### src/rtl/hilo_muldiv_unit_pkg.sv
// Shared definitions for the HI/LO multiply/divide unit: op encodings,
// FSM states and a constant-width helper.
package hilo_pkg;

  localparam logic [2:0] OP_MULT  = 3'b000;
  localparam logic [2:0] OP_MULTU = 3'b001;
  localparam logic [2:0] OP_MADD  = 3'b010;
  localparam logic [2:0] OP_MSUB  = 3'b011;
  localparam logic [2:0] OP_DIV   = 3'b100;
  localparam logic [2:0] OP_DIVU  = 3'b101;
  localparam logic [2:0] OP_MTHI  = 3'b110;
  localparam logic [2:0] OP_MTLO  = 3'b111;

  typedef enum logic [1:0] {
    IDLE   = 2'd0,
    RUN    = 2'd1,
    FINISH = 2'd2
  } state_t;

  function automatic int clog2(input int value);
    int r;
    int v;
    r = 0;
    v = value - 1;
    while (v > 0) begin
      r++;
      v = v >> 1;
    end
    return r;
  endfunction

endpackage

### src/rtl/hilo_muldiv_unit_iter_core.sv
// One-bit-per-cycle datapath shared by multiply (shift-add) and divide
// (restoring); works on unsigned magnitudes only.
module hilo_iter_core
  import hilo_pkg::*;
#(
  parameter int WIDTH = 32
) (
  input  logic                 i_clk,
  input  logic                 i_rst_n,
  input  logic                 i_load,
  input  logic                 i_step,
  input  logic                 i_div,
  input  logic [WIDTH-1:0]     i_a,
  input  logic [WIDTH-1:0]     i_b,
  output logic [2*WIDTH-1:0]   o_acc,
  output logic                 o_last
);

  localparam int CNT_W = clog2(WIDTH) + 1;

  logic [2*WIDTH-1:0] r_acc;
  logic [WIDTH-1:0]   r_b;
  logic               r_div;
  logic [CNT_W-1:0]   r_cnt;

  logic [WIDTH:0]     w_sum;
  logic [WIDTH:0]     w_shift;
  logic               w_fits;
  logic [WIDTH-1:0]   w_rem_sub;
  logic [2*WIDTH-1:0] w_mul_next;
  logic [2*WIDTH-1:0] w_div_next;

  // Multiply: upper half collects partial sums, multiplier shifts out of the
  // bottom. Divide: remainder in the upper half, quotient bits shift in below.
  always_comb begin
    w_sum      = {1'b0, r_acc[2*WIDTH-1:WIDTH]} + (r_acc[0] ? {1'b0, r_b} : '0);
    w_mul_next = {w_sum, r_acc[WIDTH-1:1]};
    w_shift    = {r_acc[2*WIDTH-1:WIDTH], r_acc[WIDTH-1]};
    w_fits     = (w_shift >= {1'b0, r_b});
    w_rem_sub  = WIDTH'(w_shift - {1'b0, r_b});
    w_div_next = {(w_fits ? w_rem_sub : w_shift[WIDTH-1:0]), r_acc[WIDTH-2:0], w_fits};
  end

  // NOTE: the accumulator is pure datapath, always loaded before it is read,
  // so it carries no reset; only control state is reset.
  always_ff @(posedge i_clk) begin
    if (i_load) begin
      r_acc <= {{WIDTH{1'b0}}, i_a};
      r_b   <= i_b;
      r_div <= i_div;
    end else if (i_step) begin
      r_acc <= r_div ? w_div_next : w_mul_next;
    end
  end

  always_ff @(posedge i_clk) begin
    if (!i_rst_n) begin
      r_cnt <= '0;
    end else if (i_load) begin
      r_cnt <= CNT_W'(WIDTH);
    end else if (i_step) begin
      r_cnt <= r_cnt - CNT_W'(1);
    end
  end

  assign o_acc  = r_acc;
  assign o_last = (r_cnt == CNT_W'(1));

endmodule

### src/rtl/hilo_muldiv_unit.sv
// HI/LO register pair with iterative MULT/MULTU/MADD/MSUB/DIV/DIVU and
// direct MTHI/MTLO writes, under a start/busy/done handshake.
module hilo_muldiv_unit
  import hilo_pkg::*;
#(
  parameter int WIDTH = 32
) (
  input  logic             Clk,
  input  logic             Rst,
  input  logic             Start,
  input  logic [2:0]       Op,
  input  logic [WIDTH-1:0] A,
  input  logic [WIDTH-1:0] B,
  input  logic             Flush,
  output logic             Busy,
  output logic             Done,
  output logic [WIDTH-1:0] HI,
  output logic [WIDTH-1:0] LO
);

  state_t r_state;
  state_t w_state_next;

  logic             r_busy;
  logic             r_done;
  logic [WIDTH-1:0] r_hi;
  logic [WIDTH-1:0] r_lo;

  logic [2:0]       r_op;
  logic [WIDTH-1:0] r_a;
  logic             r_b_zero;
  logic             r_neg_q;
  logic             r_neg_r;

  logic               w_accept;
  logic               w_is_mt;
  logic               w_signed;
  logic               w_load;
  logic               w_step;
  logic               w_write;
  logic               w_last;
  logic [WIDTH-1:0]   w_a_mag;
  logic [WIDTH-1:0]   w_b_mag;
  logic [2*WIDTH-1:0] w_acc;
  logic [2*WIDTH-1:0] w_prod;
  logic [2*WIDTH-1:0] w_hilo_new;
  logic [WIDTH-1:0]   w_quo;
  logic [WIDTH-1:0]   w_rem;

  assign w_is_mt  = (Op == OP_MTHI) || (Op == OP_MTLO);
  assign w_signed = (Op == OP_MULT) || (Op == OP_MADD) || (Op == OP_MSUB) || (Op == OP_DIV);
  assign w_a_mag  = (w_signed && A[WIDTH-1]) ? -A : A;
  assign w_b_mag  = (w_signed && B[WIDTH-1]) ? -B : B;

  // NOTE: every signal written here gets a default first, so no path through
  // the case leaves one unassigned and no latch is inferred.
  always_comb begin
    w_state_next = r_state;
    w_accept     = 1'b0;
    unique case (r_state)
      IDLE: begin
        if (Start && !Flush) begin
          w_accept = 1'b1;
          if (!w_is_mt) w_state_next = RUN;
        end
      end
      RUN: begin
        if (Flush)       w_state_next = IDLE;
        else if (w_last) w_state_next = FINISH;
      end
      FINISH:  w_state_next = IDLE;
      default: w_state_next = IDLE;
    endcase
  end

  assign w_load  = w_accept && !w_is_mt;
  assign w_step  = (r_state == RUN) && !Flush;
  assign w_write = (r_state == FINISH) && !Flush;

  // NOTE: state is updated with non-blocking assignments so every register
  // samples the pre-edge values of the others.
  always_ff @(posedge Clk) begin
    if (!Rst) begin
      r_state <= IDLE;
      r_busy  <= 1'b0;
    end else begin
      r_state <= w_state_next;
      r_busy  <= (w_state_next != IDLE);
    end
  end

  always_ff @(posedge Clk) begin
    if (w_load) begin
      r_op     <= Op;
      r_a      <= A;
      r_b_zero <= (B == '0);
      r_neg_q  <= w_signed && (A[WIDTH-1] ^ B[WIDTH-1]);
      r_neg_r  <= w_signed && A[WIDTH-1];
    end
  end

  hilo_iter_core #(.WIDTH(WIDTH)) u_core (
    .i_clk   (Clk),
    .i_rst_n (Rst),
    .i_load  (w_load),
    .i_step  (w_step),
    .i_div   (Op[2]),
    .i_a     (w_a_mag),
    .i_b     (w_b_mag),
    .o_acc   (w_acc),
    .o_last  (w_last)
  );

  // Sign correction and accumulate; divide-by-zero is forced so signed and
  // unsigned divides report the same all-ones quotient and raw dividend.
  always_comb begin
    w_prod     = r_neg_q ? -w_acc : w_acc;
    w_quo      = r_neg_q ? -w_acc[WIDTH-1:0] : w_acc[WIDTH-1:0];
    w_rem      = r_neg_r ? -w_acc[2*WIDTH-1:WIDTH] : w_acc[2*WIDTH-1:WIDTH];
    w_hilo_new = w_prod;
    case (r_op)
      OP_MADD: w_hilo_new = {r_hi, r_lo} + w_prod;
      OP_MSUB: w_hilo_new = {r_hi, r_lo} - w_prod;
      OP_DIV, OP_DIVU: begin
        if (r_b_zero) w_hilo_new = {r_a, {WIDTH{1'b1}}};
        else          w_hilo_new = {w_rem, w_quo};
      end
      default: w_hilo_new = w_prod;
    endcase
  end

  always_ff @(posedge Clk) begin
    if (!Rst) begin
      r_hi   <= '0;
      r_lo   <= '0;
      r_done <= 1'b0;
    end else begin
      r_done <= 1'b0;
      if (w_accept && (Op == OP_MTHI)) begin
        r_hi   <= A;
        r_done <= 1'b1;
      end
      if (w_accept && (Op == OP_MTLO)) begin
        r_lo   <= A;
        r_done <= 1'b1;
      end
      if (w_write) begin
        r_hi   <= w_hilo_new[2*WIDTH-1:WIDTH];
        r_lo   <= w_hilo_new[WIDTH-1:0];
        r_done <= 1'b1;
      end
    end
  end

  assign Busy = r_busy;
  assign Done = r_done;
  assign HI   = r_hi;
  assign LO   = r_lo;

endmodule
### config.mk
export PLATFORM = sky130hd
export DESIGN_NAME = hilo_muldiv_unit
export DESIGN_NICKNAME = d
export VERILOG_FILES = /design/src/rtl/hilo_muldiv_unit_pkg.sv /design/src/rtl/hilo_muldiv_unit_iter_core.sv /design/src/rtl/hilo_muldiv_unit.sv
export SDC_FILE = /design/constraint.sdc
export NUM_CORES = 1
export LEC_CHECK = 0
export ABC_AREA = 1
export CAP_MARGIN = 0
export CORE_MARGIN = 5
export CORE_UTILIZATION = 40
export DETAILED_ROUTE_END_ITERATION = 10
export HOLD_SLACK_MARGIN = 0.15
export PLACE_DENSITY_LB_ADDON = 0.15
export SYNTH_ARGS = -nofsm -noshare
export SYNTH_HDL_FRONTEND = slang
export SYNTH_SLANG_ARGS = --single-unit
### constraint.sdc
create_clock -name Clk -period 4.7 [get_ports Clk]
set_input_delay 0.705 -clock Clk [delete_from_list [all_inputs] [get_ports Clk]]
set_output_delay 0.705 -clock Clk [all_outputs]
set_load 0.02 [all_outputs]
=== Word level (Yosys, flattened, before mapping) ===
Cells that the tools add are included.

* Word-level logic and storage cells: 93
* Register bits: 209
* Output and inout bits: 66

* $lt $le $gt $ge: 1
* Reductions and logical operators: 24
* Equal/unequal tests: 12
* Mux-type cells: 28
* Add/sub/neg operators: 10
* Bitwise logic cells: 2

{| class="wikitable"
|+ Operators with widths
! cell !! number
|-
| $mux 32 || 12
|-
| $mux 64 || 3
|-
| $pmux 64 s3 || 1
|-
| $neg 32->32 || 4
|-
| $add 64x64->64 || 1
|-
| $neg 64->64 || 1
|-
| $sub 64x64->64 || 1
|-
| $add 32x32->33 || 1
|-
| $ge 33x32->1 || 1
|-
| $logic_not 32->1 || 1
|-
| $sub 32x32->32 || 1
|-
| $eq 3x3->1 const B || 5
|-
| $eq 3x2->1 const B || 4
|-
| $mux 6 || 2
|-
| $logic_and 1x1->1 || 9
|-
| $mux 2 || 4
|-
| $reduce_bool 2->1 || 4
|-
| $eq 6x1->1 const B || 1
|-
| $sub 6x1->6 const B || 1
|-
| $mux 1 || 5
|-
| $logic_or 1x1->1 || 4
|-
| $pmux 2 s2 || 1
|-
| $reduce_or 2->1 || 2
|-
| $logic_not 3->1 || 1
|-
| 6 further kinds || 7
|}

=== Longest topological paths before layout ===
* Depth after elaboration: 8
* Gate-level depth with buffers: 38
* Depth with buffers taken out: 37

=== Hierarchy ===
Synthesis repeated with hierarchy kept, for this count alone.

* Cells, all modules: 4,375
* Area, all modules: 25,599.6 um^2

{| class="wikitable"
|+ By module, submodules not included
! module !! seq. area each (um^2) !! area an instance (um^2) !! times used !! cells each
|-
| hilo_muldiv_unit || 2,502.4 || 15,728.8 || 1 || 2,762
|-
| hilo_iter_core || 2,712.6 || 9,870.7 || 1 || 1,613
|}

=== Worst setup path before layout ===
Ideal clock, no wire load.

* Path kind: register to register
* Start: register u_core.r_acc[0] (netlist: u_core.o_acc[0])
* End: register r_hi[21] (netlist: HI[21])
* Arrival: 4.219 ns
* Path slack: 0.354 ns
* Cell stages (with the launch flop): 33
* Library setup time: 0.128 ns
* Path through: edfxtp_1 > buf_6 > inv_2 > ha_1 > nand2_1 > o21ai_0 > nor3_2 > nand2_1 > nor2_1 > nand3_1 > nor2_1 > nand2_1 > nor2_1 > nand2_1 > nor2_1 > nand2_1 > o21ai_0 > xnor2_1 > inv_1 > ha_1 > nand2_1 > nor2_1 > inv_1 > nor4_1 > nand3_1 > nand3_1 > nand2_1 > nand2_1 > nand2_1 > nand3_1 > nand3_1 > a21oi_1 > nor2_1

* Word-level cells in the longest chain between the ends: 5
* Elaborated cells between the ends (all ways): 6
* Classes of those cells: add/sub (3); mux (3)

{| class="wikitable"
|+ Ends and longest elaborated chain
! what !! RTL line !! source
|-
| start, declared || hilo_muldiv_unit_iter_core.sv:21 || <nowiki>logic [2*WIDTH-1:0] r_acc;</nowiki>
|-
| start signal, assigned || hilo_muldiv_unit_iter_core.sv:48 || <nowiki>r_acc <= {{WIDTH{1'b0}}, i_a};</nowiki>
|-
| start signal, assigned || hilo_muldiv_unit_iter_core.sv:52 || <nowiki>r_acc <= r_div ? w_div_next : w_mul_next;</nowiki>
|-
| $neg 64->64 || hilo_muldiv_unit.sv:117 || <nowiki>w_prod = r_neg_q ? -w_acc : w_acc;</nowiki>
|-
| $mux 64 (*) || hilo_muldiv_unit.sv:117 ||
|-
| $sub 64x64->64 / $add 64x64->64 (equally long branches) || hilo_muldiv_unit.sv:123, hilo_muldiv_unit.sv:122 ||
|-
| $pmux 64 s3 (*) || hilo_muldiv_unit.sv:121 || <nowiki>case (r_op)</nowiki>
|-
| $mux 32 (*) || hilo_muldiv_unit.sv:147 || <nowiki>if (w_write) begin</nowiki>
|-
| end signal, assigned || hilo_muldiv_unit.sv:148 || <nowiki>r_hi <= w_hilo_new[2*WIDTH-1:WIDTH];</nowiki>
|-
| end, declared || hilo_muldiv_unit.sv:26 || <nowiki>logic [WIDTH-1:0] r_hi;</nowiki>
|}

Mark *: on every way between the ends. The rest lies on a longest branch, timed or not.
A chain may end at the register's enable or synchronous reset.

=== Worst setup path in the final report ===
* Start: register u_core.r_acc[2] (netlist: u_core.o_acc[2])
* End: register r_hi[14] (netlist: HI[14])

The elaborated chain is that of the path after synthesis.

==> results.py <==
metrics = {
    "status": {
        "status": "complete, but fails checks",
        "violations": "setup timing",
    },
    "floorplan": {
        "dieArea_sq_um": 64600,
        "die_w_um": 254,
        "ios": 137,
        "coreArea_sq_um": 59000,
        "start_util": 0.404,
        "rows": 89,
        "fp.dieH_um": 254,
    },
    "sta": {
        "slew_violations": 0,
        "period_share": 1.07,
        "period_minus_slack_ns": 5.04,
        "fin_setup_tns_ns": -3.83,
        "hold_viol_final": 0,
        "setup_viol": 23,
        "worst_slack_ns": -0.345,
        "rsz0062_at_grt": "true",
        "slew_headroom": 0.247,
        "skew_ns": 0.0169,
        "worstMarginPinSlew_ns": 1.12,
        "fmax_mhz": 198,
    },
    "critical_path": {
        "start_kind": "flip-flop",
        "r2r-start": "u_core.o_acc[2]$_DFFE_PP_",
        "critPathRequiredTime_ns": 5.18,
        "slowest_stage": "edfxtp_1",
        "cp_common_cell": "nand2_1",
        "critical_path_class": "flip-flop to flip-flop",
        "r2r-end": "HI[14]$_SDFFE_PN0P_",
        "cp.arrival_ns": 5.52,
        "crit_path_max_incr_delay_ns": 0.50,
        "end_kind": "flip-flop",
        "crit_family": "simple AND/OR/NAND/NOR gates",
        "crit_buf_inv": 4,
        "rrSetupSlack_ns": -0.34,
        "r2r_cells": 30,
        "crit_fanout": 5,
        "critPathLaunch": "u_core.o_acc[2]$_DFFE_PP_",
    },
    "clock_tree": {
        "cts_tree": "yes",
        "cts_root_buf": "clkbuf_16",
        "cts.sinks": 208,
        "clk_pin_slew_worst_paths_ns": 0.07,
        "holdBufCountCts": 0,
        "htreeDepth": 1,
        "worstSkewPairLatency_ns": 0.59,
        "cts_buffer_depth": 3,
        "cts_buffers": 27,
    },
    "routing": {
        "drtIter0Drc": 2621,
        "vias": 29995,
        "ant_nets": 0,
        "drt-wirelength-per-cell_um": 20.8,
        "via_per_inst": 5.43,
        "routed_wl_mm": 115,
        "drcViolationCount": 0,
        "first_pass_iters": 6,
    },
    "global_route": {
        "met3_usage": 0.0372,
        "grt_use_met1": 0.447,
        "grt_max_degree": 91,
        "use_met2": 0.538,
        "grt_usage": 0.335,
        "grt_pass1_wl_mm": 167,
        "gr-total-overflow": 0,
        "busiest_layer": "met2",
        "grt_pass1_vias": 27699,
        "antenna_found_initial": 0,
    },
    "final_layout": {
        "final_common_cell": "nand2_1",
        "layout.nets": 4943,
        "seq_area_sq_um": 5180,
        "layout_common_cells": "nand2_1, buf_4, inv_1",
        "final_cell_area_sq_um": 34800,
        "area_delta_synth_final_pct": 45.8,
        "fin_cells": 5529,
        "multi_input_area_sq_um": 18700,
        "drive_above_1_share": 0.279,
        "fill_cells": 5787,
        "antenna_cells": 0,
    },
    "placed_design": {
        "port_buffers": 136,
        "detailed_place_hpwl_mm": 92.1,
        "place.gp.congestion": 1.02,
        "placed_cells": 5397,
        "place_area_sq_um": 30700,
    },
    "yosys": {
        "syn_area_sq_um": 23900,
        "ys_top_cells_by_area": "nand2_1, edfxtp_1, dfxtp_1",
        "synth_edf_count": 102,
        "synth_top_area_share": 0.154,
        "postSynthCellCount": 3954,
        "yosys_most_used_dff": "dfxtp_1",
        "synth_warnings": 0,
        "yosysUniqueCellTypes": 64,
        "synth.avg_cell_area_sq_um": 6.04,
        "synthArstFlopShare": 0,
        "syn_nets": 4162,
        "ys_seq_area_frac": 0.217,
        "ys_seq_elements": 208,
        "synth_area_leader_cell": "nand2_1",
    },
    "min_path": {
        "hp-start": "u_core.r_cnt[3]$_SDFFE_PP0P_",
        "min_to": "u_core.r_cnt[3]$_SDFFE_PP0P_",
        "hold_path_class": "flip-flop to flip-flop",
        "hold_depth": 2,
    },
    "pwr": {
        "p_leak_uw": 0.0161,
        "ir_drop_v": 0.000283,
        "power_density_nw_per_um2": 246,
    },
    "job": {
        "cap_violations": 0,
    },
}
-- cell usage after synthesis, types with 3 or more instances --
library cell	count
a211oi_1	3
a21boi_0	4
a21o_1	13
a21oi_1	308
a221oi_1	4
a31oi_1	57
a41oi_1	3
and3_1	4
buf_1	12
buf_2	13
clkbuf_1	85
dfxtp_1	106
edfxtp_1	102
fa_1	3
ha_1	134
inv_1	523
inv_2	8
nand2_1	978
nand2_2	25
nand2_4	6
nand3_1	199
nand3_2	5
nand4_1	58
nor2_1	508
nor2_2	17
nor2_4	7
nor3_1	63
nor4_1	10
o211ai_1	70
o21a_1	16
o21ai_0	348
o21ai_1	4
o21ai_2	3
o21bai_1	14
o221ai_1	18
o22ai_1	4
o31ai_1	6
or2_2	24
xnor2_1	47
xor2_1	112
-- repair_timing --
action | 4_1_cts | 5_1_grt
pin swaps | 95 | 114
gates resized for setup | 281 | 389
setup buffers | 43 | 39
endpoints found under the setup margin | 40 | 47
-- where the power goes --
part           leakage, uW  switching (uW)  internal (uW)  total (uW)
Combinational       0.0138            2490           1670        4160
Sequential         0.00181             146           2030        2180
Clock             0.000467             912           1330        2240
-- per-layer routing --
layer / share of wire / wire, um
met1: 0.41 / 47600
met2: 0.45 / 51200
met3: 0.077 / 8820
met4: 0.065 / 7420
met5: 0 / 0
-- registers in the layout (all words and copies together), names as in the netlist --
| name | count |
|---|---|
| Done | 1 |
| r_neg_q | 1 |
| u_core.r_cnt | 6 |
| r_a | 32 |
| r_neg_r | 1 |
| r_b_zero | 1 |
| Busy | 1 |
| r_state | 2 |
| r_op | 2 |
| u_core.r_b | 32 |
| u_core.o_acc | 64 |
| HI | 32 |
| u_core.r_div | 1 |
| LO | 32 |
-- worst register-to-register path: cells and delay by family, from the launching register on --
family / cells / cell delay, ns
xor gates and xnor gates: 1 / 0.25
AOI/OAI and AO/OA: 7 / 1.12
DFF: 1 / 0.50
and+or+nand+nor: 17 / 2.23
buffers and inverters: 4 / 0.57
adders and majority gates: 1 / 0.26
-- cell families (layout without fill, tap and decap cells) --
logic type / after synthesis / count (layout) / synth area share
adder cells (fa/ha/maj): 137 / 137 / 0.0728
AO/OA/AOI/OAI: 889 / 889 / 0.210
flip-flops: 208 / 208 / 0.217
buffers and inverters: 646 / 1448 / 0.103
XOR/XNOR: 160 / 160 / 0.0590
AND/OR/NAND/NOR: 1914 / 1914 / 0.338
-- cell type report --
type,instances,area share
inverters,533,0.0577
well taps,773,0.0278
multi-input cells,3100,0.538
flip-flops and latches,208,0.149
repair buffers,865,0.201
clock inverters,12,0.00320
clock buffers,38,0.0237
-- worst max path at each step --
stage	to	slack, ns	depth (start not counted)
2_1_floorplan	HI[21]$_SDFFE_PN0P_	0.35	32
3_3_place_gp	HI[14]$_SDFFE_PN0P_	-0.76	30
3_5_place_dp	HI[14]$_SDFFE_PN0P_	-0.90	31
4_1_cts	HI[26]$_SDFFE_PN0P_	-0.18	35
5_1_grt	HI[26]$_SDFFE_PN0P_	-0.53	35
6_report	HI[14]$_SDFFE_PN0P_	-0.34	30
-- metrics by stage --
stage / power [uW] / util / hold slack, ns / setup slack [ns]
floorplan: 4120 / - / 0.452 / 0.354
global placement: 5830 / 0.520 / 0.467 / -0.759
detailed placement: 5830 / 0.520 / 0.475 / -0.899
CTS: 8250 / 0.559 / 0.483 / -0.181
global route: 9010 / 0.590 / 0.504 / -0.534
finish: 8580 / 0.590 / 0.481 / -0.345
No activity file was read; power rests on OpenSTA's default activity.
